`src/rtl/mem_stage_ws.sv`:
```
// mem_stage_ws: pipeline MEM stage with a banked, byte-addressed little-endian data memory and wait states.
// Defining MEM_STAGE_PERF_EN adds the stall_cycles output (cycles with in_valid high while not ready).
module mem_stage_ws #(
  parameter int DATA_W      = 16,
  parameter int DEPTH       = 256,
  parameter int WAIT_STATES = 1
) (
  input  logic              clk,
  input  logic              rst_n,
  input  logic              in_valid,
  output logic              in_ready,
  input  logic [DATA_W-1:0] alu_result,
  input  logic [DATA_W-1:0] imm,
  input  logic [DATA_W-1:0] pc,
  input  logic [DATA_W-1:0] store_data,
  input  logic              data_in_src,
  input  logic              mem_rd,
  input  logic              mem_wr,
  input  logic              size,
  input  logic              sign_ext,
  input  logic [1:0]        wb_sel,
  output logic              wb_valid,
  output logic [DATA_W-1:0] wb_data,
  output logic              err
`ifdef MEM_STAGE_PERF_EN
  ,
  output logic [15:0]       stall_cycles
`endif
);

  localparam int BYTES = DATA_W / 8;
  localparam int OFF_W = $clog2(BYTES);
  localparam int AW    = $clog2(DEPTH);
  localparam int RW    = AW - OFF_W;
  localparam int ROWS  = DEPTH / BYTES;
  localparam logic [3:0] WS_LOAD = (WAIT_STATES == 0) ? 4'd0 : 4'(WAIT_STATES - 1);

  typedef enum logic {IDLE, BUSY} state_t;

  state_t      state_reg, state_next;
  logic [3:0]  cnt_reg, cnt_next;
  logic        accept;
  logic        exec;

  logic [DATA_W-1:0] alu_reg, imm_reg, pc_reg, sdata_reg;
  logic              rd_reg, wr_reg, size_reg, sext_reg;
  logic [1:0]        wbsel_reg;

  logic [DATA_W-1:0] cur_alu, cur_imm, cur_pc, cur_wdata;
  logic              cur_rd, cur_wr, cur_size, cur_sext;
  logic [1:0]        cur_wbsel;

  logic [AW-1:0]     addr;
  logic [RW-1:0]     row;
  logic [OFF_W-1:0]  off;
  logic              illegal;
  logic              we;
  logic [7:0]        rd_lane [BYTES];
  logic [DATA_W-1:0] rd_word;
  logic [DATA_W-1:0] load_val;
  logic [DATA_W-1:0] wb_next;

  assign accept = in_valid && in_ready;

  always_ff @(posedge clk) begin
    if (!rst_n) begin
      state_reg <= IDLE;
      cnt_reg   <= 4'd0;
    end else begin
      state_reg <= state_next;
      cnt_reg   <= cnt_next;
    end
  end

  always_comb begin
    state_next = state_reg;
    cnt_next   = cnt_reg;
    in_ready   = 1'b0;
    exec       = 1'b0;
    case (state_reg)
      IDLE: begin
        in_ready = 1'b1;
        if (accept) begin
          if ((mem_rd || mem_wr) && (WAIT_STATES != 0)) begin
            state_next = BUSY;
            cnt_next   = WS_LOAD;
          end else begin
            exec = 1'b1;
          end
        end
      end
      BUSY: begin
        if (cnt_reg == 4'd0) begin
          exec       = 1'b1;
          state_next = IDLE;
        end else begin
          cnt_next = cnt_reg - 4'd1;
        end
      end
      default: state_next = IDLE;
    endcase
  end

  // Operands are held here for multi-cycle accesses; the store source is resolved at accept.
  always_ff @(posedge clk) begin
    if (accept) begin
      alu_reg   <= alu_result;
      imm_reg   <= imm;
      pc_reg    <= pc;
      sdata_reg <= data_in_src ? store_data : imm;
      rd_reg    <= mem_rd;
      wr_reg    <= mem_wr;
      size_reg  <= size;
      sext_reg  <= sign_ext;
      wbsel_reg <= wb_sel;
    end
  end

  // Single-cycle ops execute straight from the inputs on the accept edge.
  always_comb begin
    if (state_reg == IDLE) begin
      cur_alu   = alu_result;
      cur_imm   = imm;
      cur_pc    = pc;
      cur_wdata = data_in_src ? store_data : imm;
      cur_rd    = mem_rd;
      cur_wr    = mem_wr;
      cur_size  = size;
      cur_sext  = sign_ext;
      cur_wbsel = wb_sel;
    end else begin
      cur_alu   = alu_reg;
      cur_imm   = imm_reg;
      cur_pc    = pc_reg;
      cur_wdata = sdata_reg;
      cur_rd    = rd_reg;
      cur_wr    = wr_reg;
      cur_size  = size_reg;
      cur_sext  = sext_reg;
      cur_wbsel = wbsel_reg;
    end
  end

  assign addr    = cur_alu[AW-1:0];
  assign row     = addr[AW-1:OFF_W];
  assign off     = addr[OFF_W-1:0];
  assign illegal = (cur_rd && cur_wr) || ((cur_rd || cur_wr) && cur_size && (off != '0));
  assign we      = exec && rst_n && cur_wr && !illegal;

  // One byte-wide bank per lane; aligned words hit the same row in every bank.
  generate
    for (genvar gi = 0; gi < BYTES; gi++) begin : g_bank
      logic [7:0] bank [ROWS];

      always_ff @(posedge clk) begin
        if (we && (cur_size || (off == OFF_W'(gi)))) begin
          bank[row] <= cur_size ? cur_wdata[gi*8 +: 8] : cur_wdata[7:0];
        end
      end

      assign rd_lane[gi]         = bank[row];
      assign rd_word[gi*8 +: 8] = rd_lane[gi];
    end
  endgenerate

  always_comb begin
    load_val = '0;
    if (cur_rd && !illegal) begin
      if (cur_size) begin
        load_val = rd_word;
      end else begin
        load_val = {{(DATA_W-8){cur_sext & rd_lane[off][7]}}, rd_lane[off]};
      end
    end
  end

  always_comb begin
    case (cur_wbsel)
      2'd0:    wb_next = cur_pc;
      2'd1:    wb_next = cur_alu;
      2'd2:    wb_next = load_val;
      default: wb_next = cur_imm;
    endcase
  end

  always_ff @(posedge clk) begin
    if (!rst_n) begin
      wb_valid <= 1'b0;
      wb_data  <= '0;
      err      <= 1'b0;
    end else begin
      wb_valid <= exec;
      err      <= exec && illegal;
      if (exec) begin
        wb_data <= wb_next;
      end
    end
  end

`ifdef MEM_STAGE_PERF_EN
  always_ff @(posedge clk) begin
    if (!rst_n) begin
      stall_cycles <= 16'd0;
    end else if (in_valid && !in_ready && (stall_cycles != 16'hFFFF)) begin
      stall_cycles <= stall_cycles + 16'd1;
    end
  end
`endif

endmodule

```
`config.mk`:
```
export PLATFORM = sky130hd
export DESIGN_NAME = mem_stage_ws
export DESIGN_NICKNAME = d
export VERILOG_FILES = /design/src/rtl/mem_stage_ws.sv
export SDC_FILE = /design/constraint.sdc
export NUM_CORES = 2
export LEC_CHECK = 0
export ABC_AREA = 0
export BUFFER_PORTS_ARGS = -buffer_cell sky130_fd_sc_hd__buf_2
export CAP_MARGIN = 20
export CORE_AREA = 2 2 408 410
export DETAILED_ROUTE_END_ITERATION = 12
export DIE_AREA = 0 0 410 412
export GPL_ROUTABILITY_DRIVEN = 0
export PLACE_DENSITY_LB_ADDON = 0.08
export REMOVE_ABC_BUFFERS = 1
export SYNTH_ARGS = -nofsm -noshare
export SYNTH_HDL_FRONTEND = slang
export SYNTH_SLANG_ARGS = --single-unit
```
`constraint.sdc`:
```
create_clock -name clk -period 17.5 [get_ports clk]
set_input_delay 0.875 -clock clk [delete_from_list [all_inputs] [get_ports clk]]
set_output_delay 0.875 -clock clk [all_outputs]
set_load 0.005 [all_outputs]
```
==> results.md <==
* IO Port Bufs at 92
* Residual DRC at 0
* Final WL at ~290000 um
* Post-route ant nets at 0
* Die height at about 400 um
* Post-synth EDFFs at ~2100
* Overflow after GRT at 0
* Largest register FFs at between 2000 and 2500
* Max Buffers Root-to-Sink at 3
* CP arrival at around 7.2 ns
* Detail Placement HPWL at 169300 um
* Placed Area at 0.08473 mm^2
* # resized after CTS at 0
* VDD IR max at roughly 0.10 mV
* Max Slew Vio Count at 0
* Fin Clk Skew at approximately 0.043 ns
* Clock sinks at around 2100
* Worst hold stages at 1
* Yosys warns at 0
* Cell Rows at 149
* Post-Place Cells at around 7300
* Core area at ~0.16 mm^2
* Final instance area at between 0.09 and 0.1 mm^2
* First-pass GRT wire length at between 300000 and 400000 um
* CP max stage delay at roughly 0.95 ns
* Syn Inst Count at 5202
* Setup Viol. Count Final at 0
* Reg clk slew, reported paths at ~0.07 ns
* H-Tree Depth at 4
* Crit start category: flop
* Reg2reg end: wb_data[0]$_SDFFE_PN0P_
* Slew @ Worst Pin at 1.219 ns
* Reg2reg setup slack at 11.10 ns
* RR Startpoint: state_reg$_SDFF_PN0_
* Fmax at 0.1563 GHz
* LEAKAGE at 0.02845 uW
* Vias at approximately 52000
* Io pins at 93
* Iter 0 DRT Violations at ~7600
* Worst setup EP type: flop
* Post-layout util at between 50 and 60%
* Synth async-reset ratio at 0%
* Final cell count without fillers at between 7000 and 8000
* Nets at 5381
* Netlist cell types at between 80 and 90
* Final worst path period share at 36.55%
* Tot Pwr at 11210 uW
* Clock root cell: clkbuf_16
* CP max FO at slightly above 90
* Vias in the first global route at 49137
* Vias per cell at about 6.8
* Syn Area/Cell at around 16 um^2
* Layout cell share with drive strength beyond 1 at approximately 12%
* Clock latency on the worst-skew pair at 0.86 ns
* Drt wl/cell at roughly 37 um
* Die area at about 0.17 mm^2
* Req. time, crit path at 18.28 ns
* CTS tree: built
* Power Dens Cells at between 100 and 150 mW/mm^2
* CTS Buf Count at 212
* Hold Fails Final Rpt at 0
* Flop and latch count out of synthesis at 2141
* R2R depth at 13
* Max_cap viols at 0
* Register area share after synthesis at approximately four fifths
* Post-CTS Setup Bufs at 0
* GRT Overall Usage at roughly a third
* Starting density of the core at between 40% and 50%
* Largest net degree at the start of global routing at 100
* Die width at around 410 um
* Status: finished, final reports clean
* RSZ-0062 raised after global routing: false
* Hold EP: pc_reg[12]$_DFFE_PP_
* Critical path's slowest cell: nor4_1
* Hold wc startpoint: pc[12]
* Hold Path Class: in2reg
* Fin crit period at ~6.4 ns
* Antenna violations before repair at 21
* Crit path cell chain: buf_4, or3b_2, o22a_4, buf_12, o22ai_1, nor4_1, o22ai_1, or4_1, nor4_1, buf_4, nand2_1, a21oi_1, o211a_1
* First-pass iteration count of the detailed router at 8
* Area Growth Syn to Fin at 12.05%
* Rel. slew slack at 17.68%
* Synth Flop Type: edfxtp_1
* Cts-stage hold buffer count at 0
* Kind of critical path: reg2reg
* Top reg by flops: g_bank.bank
* Synthesized cell area at 0.08166 mm^2
[layout make-up]
type | count | area, um^2
flip-flops and latches | 2141 | 64070
clock inverters | 126 | 1110
clock buffers | 271 | 5622
well taps | 2189 | 2739
repair buffers | 237 | 1670
diodes | 12 | 30.03
multi-input cells | 2701 | 16220
fillers | 13088 | 72740
inverters | 12 | 45.04
[cell usage in the layout (no fill, tap or decap), drive strengths merged, types with 47 or more instances in the layout]
cell / n
edfxtp: 2118
o22ai: 685
nor2: 497
nand2: 361
clkbuf: 271
buf: 237
a21oi: 157
o21ai: 137
clkinv: 96
a31oi: 88
mux2: 78
o221ai: 67
mux2i: 65
nand3: 59
nor4: 57
nor3: 53
a211oi: 47
[where the power goes]
group / leakage, uW / switching, uW / total, uW / internal (uW)
Clock: 0.00327 / 1950 / 4480 / 2530
Combinational: 0.00586 / 750 / 949 / 199
Sequential: 0.0193 / 12.9 / 5780 / 5770
Total: 0.0284 / 2710 / 11200 / 8500
[layer usage]
| metal | GRT usage, % | part of all wire (%) | vias to the layer above |
|---|---|---|---|
| met4 | 14.94 | 4.9 | 14 |
| met1 | 46.22 | 38 | 27111 |
| met3 | 7.061 | 11 | 606 |
| met2 | 51.54 | 46 | 3341 |
| li1 | - | - | 21168 |
| met5 | 0 | 0.033 | - |
[cells in the mapped netlist, types with 8 or more instances]
cell | instances | area [um^2]
nor3_1 | 53 | 265.3
nand2b_1 | 11 | 68.82
buf_4 | 36 | 270.3
buf_1 | 23 | 86.33
o2111ai_1 | 15 | 131.4
nand3_1 | 59 | 295.3
buf_2 | 171 | 855.8
o22a_1 | 21 | 183.9
nor2b_1 | 15 | 93.84
nor4_1 | 55 | 344.1
and3_1 | 10 | 62.56
nand2_1 | 361 | 1355
dfxtp_1 | 23 | 460.4
nor2_1 | 495 | 1858
a2111oi_0 | 13 | 113.9
a32oi_1 | 13 | 113.9
and2_1 | 12 | 75.07
o211ai_1 | 24 | 180.2
a22oi_1 | 11 | 82.58
a211oi_1 | 46 | 345.3
a211o_1 | 10 | 87.58
o31ai_1 | 17 | 127.6
mux2i_1 | 62 | 620.6
o21ai_0 | 135 | 675.7
edfxtp_1 | 2118 | 63600
or3b_2 | 8 | 70.07
o22ai_1 | 685 | 4285
a21o_1 | 8 | 60.06
nand4_1 | 11 | 68.82
buf_6 | 8 | 90.09
a31oi_1 | 88 | 550.5
clkbuf_1 | 110 | 412.9
or4_1 | 13 | 97.59
o221ai_1 | 67 | 586.8
o41ai_1 | 32 | 280.3
a221oi_1 | 9 | 78.83
o32ai_1 | 9 | 78.83
mux2_2 | 76 | 855.8
a21oi_1 | 157 | 785.8
inv_1 | 11 | 41.29
[logic make-up after synthesis]
| logic type | Yosys count | synth area share, % |
|---|---|---|
| DFF | 2141 | 78.45 |
| and+or+nand+nor | 1147 | 6.195 |
| xor gates and xnor gates | 2 | 0.02146 |
| AOI/OAI and AO/OA | 1407 | 11.23 |
| buffers and inverters | 360 | 2.156 |
| adders and majority gates | 2 | 0.03064 |
| muxes | 143 | 1.912 |
[worst max-delay path, delay by kind of cell, from the launching register on]
kind                   cells  cell delay, ns
AND/OR/NAND/NOR            5            2.37
buffers and inverters      3            1.53
flip-flops                 1            0.69
AO/OA/AOI/OAI              5            1.34
[worst max path at each step]
stage / start / to / cells after the start
after floorplan: state_reg$_SDFF_PN0_ / wb_data[9]$_SDFFE_PN0P_ / 10
after global placement: alu_result[1] / wb_data[12]$_SDFFE_PN0P_ / 12
after detailed placement: alu_result[1] / wb_data[3]$_SDFFE_PN0P_ / 12
after CTS: state_reg$_SDFF_PN0_ / wb_data[0]$_SDFFE_PN0P_ / 13
after global routing: state_reg$_SDFF_PN0_ / wb_data[0]$_SDFFE_PN0P_ / 13
final: state_reg$_SDFF_PN0_ / wb_data[0]$_SDFFE_PN0P_ / 13
[stage by stage]
step	TNS [ns]	setup slack, ns	hold slack, ns
detailed placement	0	11.27	0.4896
CTS	0	11.47	0.1840
global route	0	11.25	0.1972
global placement	0	11.32	0.4688
finish	0	11.10	0.2334
floorplan	-71.29	-4.742	0.4487
Note: power is estimated with default switching activity, not from simulation.
